File: src/rtl/add_sub_serial.sv
// Multi-cycle two's-complement adder/subtractor: DIGIT bits per clock, LSB first,
// one-cycle done pulse with registered Result and C/V/Z/N flags.
module add_sub_serial #(
    parameter int WIDTH = 8,
    parameter int DIGIT = 1
) (
    input  logic             clk,
    input  logic             reset,
    input  logic             start,
    input  logic [WIDTH-1:0] A,
    input  logic [WIDTH-1:0] B,
    input  logic             Subtract,
    output logic             busy,
    output logic             done,
    output logic [WIDTH-1:0] Result,
    output logic             Carry,
    output logic             Overflow,
    output logic             Zero,
    output logic             Negative
);

    localparam int N  = WIDTH / DIGIT;
    localparam int CW = (N > 1) ? $clog2(N) : 1;

    typedef enum logic [1:0] {
        IDLE = 2'd0,
        RUN  = 2'd1,
        DONE = 2'd2
    } state_t;

    state_t           state_q, state_d;
    logic [WIDTH-1:0] a_sh_q, a_sh_d;
    logic [WIDTH-1:0] b_sh_q, b_sh_d;
    logic [WIDTH-1:0] res_sh_q, res_sh_d;
    logic             carry_q, carry_d;
    logic [CW-1:0]    cnt_q, cnt_d;
    logic             a_msb_q, a_msb_d;
    logic             b_msb_q, b_msb_d;
    logic [WIDTH-1:0] result_q, result_d;
    logic             c_q, c_d;
    logic             v_q, v_d;
    logic             z_q, z_d;
    logic             n_q, n_d;

    // B is inverted at capture; the carry register supplies the +1 for subtraction.
    logic [WIDTH-1:0] b_eff;
    assign b_eff = Subtract ? ~B : B;

    logic [DIGIT:0]   chain;
    logic [DIGIT-1:0] sum_digit;
    assign chain[0] = carry_q;

    genvar gi;
    generate
        for (gi = 0; gi < DIGIT; gi++) begin : g_digit_adder
            assign sum_digit[gi] = a_sh_q[gi] ^ b_sh_q[gi] ^ chain[gi];
            assign chain[gi+1]   = (a_sh_q[gi] & b_sh_q[gi])
                                 | (chain[gi] & (a_sh_q[gi] ^ b_sh_q[gi]));
        end
    endgenerate

    // Concatenating before slicing keeps the shift legal even when DIGIT == WIDTH.
    logic [WIDTH+DIGIT-1:0] res_cat;
    logic [WIDTH-1:0]       res_step;
    assign res_cat  = {sum_digit, res_sh_q};
    assign res_step = res_cat[WIDTH+DIGIT-1:DIGIT];

    logic last_step;
    logic accept;
    assign last_step = (cnt_q == CW'(N - 1));
    assign accept    = start && (state_q != RUN);

    always_comb begin
        state_d  = state_q;
        a_sh_d   = a_sh_q;
        b_sh_d   = b_sh_q;
        res_sh_d = res_sh_q;
        carry_d  = carry_q;
        cnt_d    = cnt_q;
        a_msb_d  = a_msb_q;
        b_msb_d  = b_msb_q;
        result_d = result_q;
        c_d      = c_q;
        v_d      = v_q;
        z_d      = z_q;
        n_d      = n_q;

        case (state_q)
            RUN: begin
                res_sh_d = res_step;
                carry_d  = chain[DIGIT];
                a_sh_d   = a_sh_q >> DIGIT;
                b_sh_d   = b_sh_q >> DIGIT;
                cnt_d    = cnt_q + CW'(1);
                if (last_step) begin
                    state_d  = DONE;
                    result_d = res_step;
                    c_d      = chain[DIGIT];
                    v_d      = (a_msb_q == b_msb_q) && (res_step[WIDTH-1] != a_msb_q);
                    z_d      = (res_step == '0);
                    n_d      = res_step[WIDTH-1];
                end
            end
            DONE:    state_d = IDLE;
            default: state_d = IDLE;
        endcase

        // IDLE and DONE both accept a new request (DONE allows back-to-back).
        if (accept) begin
            state_d  = RUN;
            a_sh_d   = A;
            b_sh_d   = b_eff;
            res_sh_d = '0;
            carry_d  = Subtract;
            cnt_d    = '0;
            a_msb_d  = A[WIDTH-1];
            b_msb_d  = b_eff[WIDTH-1];
        end
    end

    always_ff @(posedge clk) begin
        if (reset) begin
            state_q  <= IDLE;
            a_sh_q   <= '0;
            b_sh_q   <= '0;
            res_sh_q <= '0;
            carry_q  <= 1'b0;
            cnt_q    <= '0;
            a_msb_q  <= 1'b0;
            b_msb_q  <= 1'b0;
            result_q <= '0;
            c_q      <= 1'b0;
            v_q      <= 1'b0;
            z_q      <= 1'b0;
            n_q      <= 1'b0;
        end else begin
            state_q  <= state_d;
            a_sh_q   <= a_sh_d;
            b_sh_q   <= b_sh_d;
            res_sh_q <= res_sh_d;
            carry_q  <= carry_d;
            cnt_q    <= cnt_d;
            a_msb_q  <= a_msb_d;
            b_msb_q  <= b_msb_d;
            result_q <= result_d;
            c_q      <= c_d;
            v_q      <= v_d;
            z_q      <= z_d;
            n_q      <= n_d;
        end
    end

    assign busy     = (state_q == RUN);
    assign done     = (state_q == DONE);
    assign Result   = result_q;
    assign Carry    = c_q;
    assign Overflow = v_q;
    assign Zero     = z_q;
    assign Negative = n_q;

endmodule

File: config.mk
export PLATFORM = sky130hd
export DESIGN_NAME = add_sub_serial
export DESIGN_NICKNAME = d
export VERILOG_FILES = /design/src/rtl/add_sub_serial.sv
export SDC_FILE = /design/constraint.sdc
export NUM_CORES = 1
export LEC_CHECK = 0
export ABC_AREA = 1
export BUFFER_PORTS_ARGS = -buffer_cell sky130_fd_sc_hd__buf_2
export CAP_MARGIN = 25
export CORE_MARGIN = 1.5
export CORE_UTILIZATION = 45
export DETAILED_ROUTE_END_ITERATION = 7
export PLACE_DENSITY = 0.74
export SYNTH_ARGS = -nofsm -noshare
export SYNTH_HDL_FRONTEND = slang
export SYNTH_SLANG_ARGS = --single-unit
File: constraint.sdc
create_clock -name clk -period 1.5 [get_ports clk]
set_input_delay 0.075 -clock clk [delete_from_list [all_inputs] [get_ports clk]]
set_output_delay 0.075 -clock clk [all_outputs]
set_load 0.02 [all_outputs]
; Word-level counts from Yosys, hierarchy flattened
; Index checks and enable logic that the tools add are counted.
[op_classes]
reduce_logical = 7
bitwise_logic = 7
eq_ne = 7
mux = 10
add_sub_neg = 1
[ops]
columns = operator, count
row1 = 2-to-1 mux 8 bit, 5
row2 = zero test 8 bit, 1
row3 = NOT 8 bit, 1
row4 = 2-to-1 mux 1 bit, 5
row5 = "adder 3 x 1 -> 3 bit, second input constant", 1
row6 = "equality test 3 bit, second input constant", 1
row7 = "!= test 3 x 1 -> 1 bit, second input constant", 1
row8 = OR reduction 3 bit, 1
row9 = AND 1 bit, 2
row10 = "equality test 2 x 1 -> 1 bit, second input constant", 1
row11 = "equality test 2 bit, second input constant", 1
row12 = logical AND 1 bit, 2
row13 = "!= test 2 x 1 -> 1 bit, second input constant", 1
row14 = AND reduction 2 bit, 1
row15 = nonzero test 2 bit, 1
row16 = OR reduction 2 bit, 1
row17 = XOR 1 bit, 2
row18 = equality test 1 bit, 1
row19 = != test 1 bit, 1
row20 = NOT 1 bit, 1
row21 = OR 1 bit, 1
[totals]
output_inout_bits = 14
ff_bits = 44
inputBits = 20

; Logic depth before layout (Yosys ltp)
; Gate-level depths: netlist of run 1.
[logic_depth]
ltp_word = 5
mapped_depth = 8
depth_no_buf = 7

; Least setup slack after synthesis of run 1
; Ideal clock, no wire load.
[synth_path]
path_type = register to register
startpoint = register a_sh_q[0]
endpoint = register v_q, in the netlist Overflow
stages_incl_launch_ff = 6
arrival_ns = 1.125
setup_ns = 0.118
slack_ns = 0.257
path_cell_list = dfxtp_1 fa_1 inv_1 nor2_1 o21ai_0 o21ai_1
[synth_between]
elab_chain_len = 4
[synth_lines]
columns = element, line
row1 = start: declaration, 32  ; logic [WIDTH-1:0] a_sh_q, a_sh_d;
row2 = start signal: assignment, 138  ; a_sh_q <= a_sh_d;
row3 = XOR 1 bit (2 in a row), 56  ; assign sum_digit[gi] = a_sh_q[gi] ^ b_sh_q[gi] ^ chain[gi];
row4 = via sum_digit, 50  ; logic [DIGIT-1:0] sum_digit;
row5 = != test 1 bit, 99  ; v_d = (a_msb_q == b_msb_q) && (res_step[WIDTH-1] != a_msb_q);
row6 = logical AND 1 bit, 99
row7 = end signal: assignment, 147  ; v_q <= v_d;
row8 = end: declaration, 41  ; logic v_q, v_d;
; The timed path passes the listed nets, and every way through them passes these cells.
; A chain may end at the register's enable or synchronous reset.

; Worst setup path in the final report of run 1
[layout_path]
startpoint = register state_q[0]
endpoint = output busy
[layout_between]
elab_chain_len = 1
[layout_lines]
columns = element, line
row1 = start: declaration, 31  ; state_t state_q, state_d;
row2 = start signal: assignment, 137  ; state_q <= state_d;
row3 = equality test 2 x 1 -> 1 bit, 153  ; assign busy = (state_q == RUN);
row4 = end: declaration, 13  ; output logic busy,
; Every way passes these cells.

==> results of run 1 <==
power by group through the flow:
stage	logic, mW	registers [mW]	clock network [mW]
6_report	0.267	1.18	0.889
4_1_cts	0.258	1.18	0.923
2_1_floorplan	0.207	1.20	0
3_3_place_gp	0.252	1.20	0
3_5_place_dp	0.256	1.20	0
5_1_grt	0.307	1.18	0.976
per-layer routing:
metal / wire length [um] / up-vias / GRT usage / part of all wire
li1: - / 895 / - / -
met1: 1750 / 732 / 0.221 / 0.49
met2: 1610 / 39 / 0.278 / 0.45
met3: 198 / 4 / 0.0592 / 0.055
met4: 45 / 0 / 0.0975 / 0.012
met5: 0 / - / 0 / 0
metrics by stage:
stage	worst slack, ns	power [mW]	cell area [um2]
6_report	0.120	2.33	2220
5_1_grt	0.0444	2.47	2220
4_1_cts	0.00214	2.36	2190
3_5_place_dp	0.192	1.46	2070
3_3_place_gp	0.220	1.45	2070
2_1_floorplan	0.257	1.40	1910
final timing paths:
| path | cells past startpoint | slack [ns] | start | to |
|---|---|---|---|---|
| worst max-delay path | 4 | 0.12 | state_q[0] | busy |
| worst min-delay path | 3 | 0.06 | A[7] | a_sh_q[7] |
| worst max register to register | 5 | 0.18 | a_sh_q[0] | Overflow |
| worst min register to register | 2 | 0.44 | Result[0] | Result[0] |
worst register-to-register path, delay by kind of cell (launching register included):
family,cells,cell delay (ns)
flip-flops,1,0.33
adder cells (fa/ha/maj),1,0.60
AO/OA/AOI/OAI,2,0.19
buffers and inverters,1,0.07
AND/OR/NAND/NOR,1,0.08
synth_stat cells (all sizes together):
master  count  share of area
a21oi      11          0.029
buf        13          0.054
clkinv      1         0.0026
dfxtp      42           0.44
fa          1          0.010
ha          2          0.013
inv        23          0.045
nand2      95           0.20
nand3      35          0.094
nor2       31          0.069
o21ai       7          0.018
xnor2       3          0.014
xor2        2         0.0092
logic make-up after synthesis:
kind of cell,share of synthesized area
AO/OA/AOI/OAI,0.0471
XOR/XNOR,0.0229
adder cells (fa/ha/maj),0.0236
buffers and inverters,0.101
flip-flops,0.440
AND/OR/NAND/NOR,0.365
cell type report:
type | instances | area [um2] | share of cell area
clock buffer | 5 | 68.8 | 0.0310
clock inverter | 3 | 45.0 | 0.0203
inverter | 24 | 91.3 | 0.0412
multi-input combinational | 187 | 876 | 0.395
sequential | 42 | 841 | 0.379
tap | 50 | 62.6 | 0.0282
timing repair buffer | 42 | 233 | 0.105
flip-flops by register name (all words and copies together), names as in the netlist:
signal,flops
a_sh_q,8
carry_q,1
Result,8
Zero,1
Overflow,1
state_q,2
Carry,1
b_sh_q,8
b_msb_q,1
cnt_q,3
a_msb_q,1
res_sh_q,7
==> flow_summary.ini, run 1 <==
[sta]
min_period_ns = 1.38
drv_slew = 0
worst_pin_slew_ns = 0.487
fin_tns_setup_ns = 0
max_freq_mhz = 725
setup_violations = 0
rsz0062_at_grt = false
finalHoldViolCount = 0
final.period_utilization = 0.920
fin_hold_ws_ns = 0.0575
max_slew_margin = 0.675
skew_ns = 0.00935

[logic_synthesis]
synth_cell_types = 22
syn_inst = 266
ys_seq_area_frac = 0.440
synth_warnings = 0
avgSynthCellArea_um2 = 7.18
syn-num-nets = 289
ys_seq_elements = 42
netlist_area_um2 = 1910

[placed_design]
gp_congestion = 0.721
hpwlAfterDp_mm = 2.51
place_inst = 341
io_buffers = 33

[min_path]
hp-class = primary input to register

[clock_tree]
clkTransAtPathRegs_ns = 0.08
cts_resized = 0
cts_root_buffer = clkbuf_8
numClockSinks = 42
post_cts_buffers = 0
holdBufCountCts = 0
cts_tree = done
clk_latency_ns = 0.30
h-tree-depth = 2
numCtsBuffers = 5
cts_buffer_depth = 2

[cells_and_area]
fin_nets = 325
drive_gt1_frac = 0.201
final_common_cell = nand2_1
final_cell_count_no_fill = 353
n_antenna_cell = 0
nFillCells = 406
mostFrequentLayoutCells = nand2_1, dfxtp_1, nand3_1
synthToLayoutAreaGrowth_pct = 16.0
fin_util = 0.550

[routing]
detail_route.wl_per_cell_um = 10.2
first_pass_iters = 4
wirelength_mm = 3.60
num_vias = 1670
drc = 0
drt-initial-drc-count = 98
route.antenna.remaining_nets = 0
vias_per_cell = 4.73

[pwr]
p_int_mw = 1.76
power_density_nw_per_um2 = 1050
p_clk_frac = 0.381
ir_worst_vdd_v = 0.000606
pwr-share-seq = 0.505
power_switching_mw = 0.576
switching_share = 0.247
p_leak_nw = 1.13
comb_power_share = 0.115

[critical_path]
cp_slowest_cell = dfxtp_1
worstPathCellList = inv_2, nor2_8, buf_4, buf_2
path_class = register to output port
crit_required_ns = 1.42
critPathTopFamily = buffers and inverters
worst-path-max-fanout = 8
cp.arrival_ns = 1.30
max_stage_delay_ns = 0.42
path_buf_inv = 3
critPathCaptureType = output port
crit_path_start_kind = register

[global_routing]
antenna_found_initial = 0
grt_usage = 0.180
grt_overflow = 0
grt_pass1_wl_mm = 6.17
grt_pass1_vias = 1454
grt_max_degree = 21

[die]
die_h_um = 68.2
dieArea_um2 = 4650
start_util = 0.474
rows = 23
io_pins = 34
core_um2 = 4030
die_w_um = 68.2

[outcome]
outcome = finished, final reports clean

[job]
cap_violations = 0
Power figures use the tool's default switching activity.
==> inputs of run 2 (changes only) <==
CELL_PAD_IN_SITES_DETAIL_PLACEMENT = 1   (was default)
CELL_PAD_IN_SITES_GLOBAL_PLACEMENT = 1   (was default)
CORE_UTILIZATION = 39   (was 45)
PLACE_DENSITY = 0.85   (was 0.74)
==> run 2 against run 1 <==
Core utilization is 8.1 points lower. Largest cell class unchanged. Non-clock buffer count shrank 4. Wire length is 25% higher. Via count rose by 3.5%. Clock skew fell by 0.0053 ns. Total power increased by 1.1%. Fmax decreased by 1.0%. Critical path type unchanged.
==> flow_summary.ini, run 2 (synthesis gave the netlist of run 1 again) <==
[outcome]
outcome = finished, final reports clean

[sta]
setup_violations = 0
min_period_ns = 1.39
finalHoldViolCount = 0
rsz0062_at_grt = false
skew_ns = 0.00405
max_slew_margin = 0.668
drv_slew = 0
fin_tns_setup_ns = 0
max_freq_mhz = 717
final.period_utilization = 0.929
worst_pin_slew_ns = 0.497

[clock_tree]
holdBufCountCts = 0
cts_buffer_depth = 2
numCtsBuffers = 5
h-tree-depth = 2
cts_root_buffer = clkbuf_8
clkTransAtPathRegs_ns = 0.08
clk_latency_ns = 0.30
numClockSinks = 42
cts_tree = done

[global_routing]
grt_use_met3 = 0.0331
grt-busiest-layer = met2
grt_max_degree = 20
grt_pass1_wl_mm = 7.68
grt_overflow = 0
antenna_found_initial = 0
grt_usage = 0.187
grt_pass1_vias = 1677
use_met1 = 0.239
gr-usage-met2 = 0.307

[placed_design]
gp_congestion = 0.736
hpwlAfterDp_mm = 3.17
io_buffers = 33
place_inst = 358

[pwr]
p_leak_nw = 1.12
ir_worst_vdd_v = 0.000403
power_mw = 2.36
power_density_nw_per_um2 = 1060

[min_path]
hp-class = primary input to register

[routing]
drt-initial-drc-count = 67
drc = 0
first_pass_iters = 4
detail_route.wl_per_cell_um = 12.3
vias_per_cell = 4.72
wirelength_mm = 4.49
route.antenna.remaining_nets = 0
num_vias = 1728

[critical_path]
crit_required_ns = 1.42
worst-path-max-fanout = 9
crit_path_start_kind = register
critPathCaptureType = output port
path_class = register to output port
cp.arrival_ns = 1.32

[die]
die_h_um = 73.0
io_pins = 34
rows = 25
core_um2 = 4720
dieArea_um2 = 5330
die_w_um = 73.0
start_util = 0.405

[cells_and_area]
fin_nets = 321
multi_input_area_um2 = 876
mostFrequentLayoutCells = nand2_1, dfxtp_1, nand3_1
register_area_um2 = 842
final_common_cell = nand2_1
nFillCells = 639
n_antenna_cell = 0
synthToLayoutAreaGrowth_pct = 16.1
final_cell_count_no_fill = 366
drive_gt1_frac = 0.191

[job]
cap_violations = 0
==> run 2: power by group <==
| part | leakage, nW | internal, mW | switching (mW) | total [mW] |
|---|---|---|---|---|
| clock | 0.0514 | 0.497 | 0.408 | 0.905 |
| combinational | 0.725 | 0.104 | 0.172 | 0.276 |
| sequential | 0.342 | 1.15 | 0.0248 | 1.18 |
| total | 1.12 | 1.75 | 0.605 | 2.36 |
==> run 2: metrics by stage <==
step	instance area, um2	hold slack [ns]	worst slack, ns	utilization
5_1_grt	2220	0.108	0.00204	0.470
3_5_place_dp	2110	0.383	0.158	0.446
4_1_cts	2220	0.0653	0.0362	0.469
6_report	2220	0.0831	0.106	0.470
2_1_floorplan	1910	0.224	0.257	-
3_3_place_gp	2110	0.391	0.218	0.446
==> run 2: critical path: stages, from the launching register on <==
cell     delay [ns]
dfxtp_2        0.37
inv_2          0.07
nor2_8         0.19
buf_4          0.21
buf_2          0.17
==> run 2: worst paths after layout <==
check / startpoint / to / slack, ns / cells after the start
hold / removal: A[7] / a_sh_q[7] / 0.08 / 3
setup reg to reg: a_sh_q[0] / Overflow / 0.13 / 5
setup / recovery: state_q[0] / busy / 0.11 / 4
hold reg to reg: Result[0] / Result[0] / 0.44 / 2
==> run 2: layout make-up <==
| class | instances | share of cell area |
|---|---|---|
| multi-input combinational | 187 | 0.395 |
| sequential | 42 | 0.380 |
| timing repair buffer | 38 | 0.0970 |
| inverter | 24 | 0.0412 |
| tap | 67 | 0.0378 |
| clock buffer | 6 | 0.0327 |
| clock inverter | 2 | 0.0169 |
==> run 2: per-layer routing <==
metal  part of all wire  vias up  wire, um
met1               0.47      805      2130
met5                  0        -         0
met2               0.47       33      2110
li1                   -      883         -
met3              0.037        7       167
met4              0.018        0        80
==> run 2: repair_timing <==
item	in CTS	in global routing
endpoints found under the hold margin	0	0
gates resized for setup	0	2
setup buffers	0	0
endpoints found under the setup margin	0	2
==> inputs of run 3 (changes only) <==
SETUP_SLACK_MARGIN = 0.05   (was default)
clock period = 1.6 ns   (was 1.5 ns; I/O delays follow)
==> run 3 against run 2 <==
Die area stayed put. Sequential power decreased by 7%. Sequential share of layout area up 0.60 points. Critical endpoint unchanged. Largest cell class unchanged. Largest power group unchanged. Highest routed layer unchanged.
==> flow_summary.ini, run 3 (synthesis gave the netlist of run 1 again) <==
[clock_tree]
clk_latency_ns = 0.30
numCtsBuffers = 5
cts_buffer_depth = 2
post_cts_buffers = 0
clkTransAtPathRegs_ns = 0.08
holdBufCountCts = 0
cts_resized = 0
cts_tree = done
cts_root_buffer = clkbuf_8
numClockSinks = 42
h-tree-depth = 2

[global_routing]
gr-usage-met2 = 0.308
grt_use_met3 = 0.0401
grt_usage = 0.186
grt-busiest-layer = met2
use_met1 = 0.244
grt_pass1_vias = 1720
grt_pass1_wl_mm = 7.69
antenna_found_initial = 0
grt_overflow = 0
grt_max_degree = 22

[min_path]
hp-class = primary input to register

[sta]
fin_tns_setup_ns = 0
fin_hold_ws_ns = 0.0985
fin_ws_ns = 0.141
drv_slew = 0
final.period_utilization = 0.912
skew_ns = 0.0123
max_freq_mhz = 685
worst_pin_slew_ns = 0.497
finalHoldViolCount = 0
setup_violations = 0
max_slew_margin = 0.668
min_period_ns = 1.46
rsz0062_at_grt = false

[pwr]
power_density_nw_per_um2 = 948
p_leak_nw = 1.10
ir_worst_vdd_v = 0.000425

[placed_design]
hpwlAfterDp_mm = 3.19
placed_cell_area_um2 = 2090
gp_congestion = 0.720
place_ws_ns = 0.209
io_buffers = 33

[cells_and_area]
n_antenna_cell = 0
final_area_um2 = 2180
fin_nets = 320
final_common_cell = nand2_1
mostFrequentLayoutCells = nand2_1, dfxtp_1, nand3_1
synthToLayoutAreaGrowth_pct = 14.1
drive_gt1_frac = 0.188

[critical_path]
crit_required_ns = 1.52
path_class = register to output port
worst-path-max-fanout = 12
crit_path_start_kind = register
critPathCaptureType = output port
cp.arrival_ns = 1.38

[routing]
drc = 0
route.antenna.remaining_nets = 0
drt-initial-drc-count = 48
vias_per_cell = 4.70
num_vias = 1717
detail_route.wl_per_cell_um = 12.2
first_pass_iters = 4
wirelength_mm = 4.47

[die]
die_h_um = 73.0
core_um2 = 4720
start_util = 0.405
io_pins = 34
dieArea_um2 = 5330
die_w_um = 73.0
rows = 25

[outcome]
outcome = finished, final reports clean

[job]
cap_violations = 0
-- run 3: cell types whose count changed in the layout (fill, tap and decap cells not counted), sizes merged --
cell / before / now
buf: 38 / 37
bufinv: 1 / 0
clkbuf: 6 / 5
clkinv: 1 / 2
inv: 23 / 24
-- run 3: area by class of cell --
class,instances,area (um2)
multi-input combinational,187,876
timing repair buffer,37,195
sequential,42,841
fill,620,2540
inverter,24,91.3
clock inverter,3,25.0
clock buffer,5,68.8
tap,67,83.8
-- run 3: worst paths after layout --
check | from | end | slack [ns] | cells past startpoint
hold / removal | A[7] | a_sh_q[7] | 0.1 | 3
setup reg to reg | a_sh_q[0] | Overflow | 0.17 | 5
setup / recovery | state_q[0] | busy | 0.14 | 4
hold reg to reg | Result[0] | Result[0] | 0.45 | 2
-- run 3: worst max-delay path: stages (launching register included) --
cell     delay [ns]
dfxtp_1        0.41
inv_2          0.08
nor2_8         0.20
buf_4          0.21
buf_2          0.17
-- run 3: report_power, final --
group | leakage, nW | switching [mW] | internal, mW
logic | 0.716 | 0.161 | 0.0913
clock network | 0.0447 | 0.395 | 0.315
registers | 0.342 | 0.0239 | 1.08
-- run 3: metrics by stage --
step | util | total power [mW] | std cells
after floorplan | - | 1.32 | 266
after global placement | 0.442 | 1.37 | 357
after detailed placement | 0.442 | 1.38 | 357
after CTS | 0.462 | 2.08 | 365
after global routing | 0.462 | 2.16 | 365
final | 0.462 | 2.07 | 365
-- run 3: routing by layer --
layer / vias to the layer above / share of wire
li1: 880 / -
met1: 796 / 0.47
met2: 37 / 0.48
met3: 4 / 0.044
met4: 0 / 0.0081
met5: - / 0
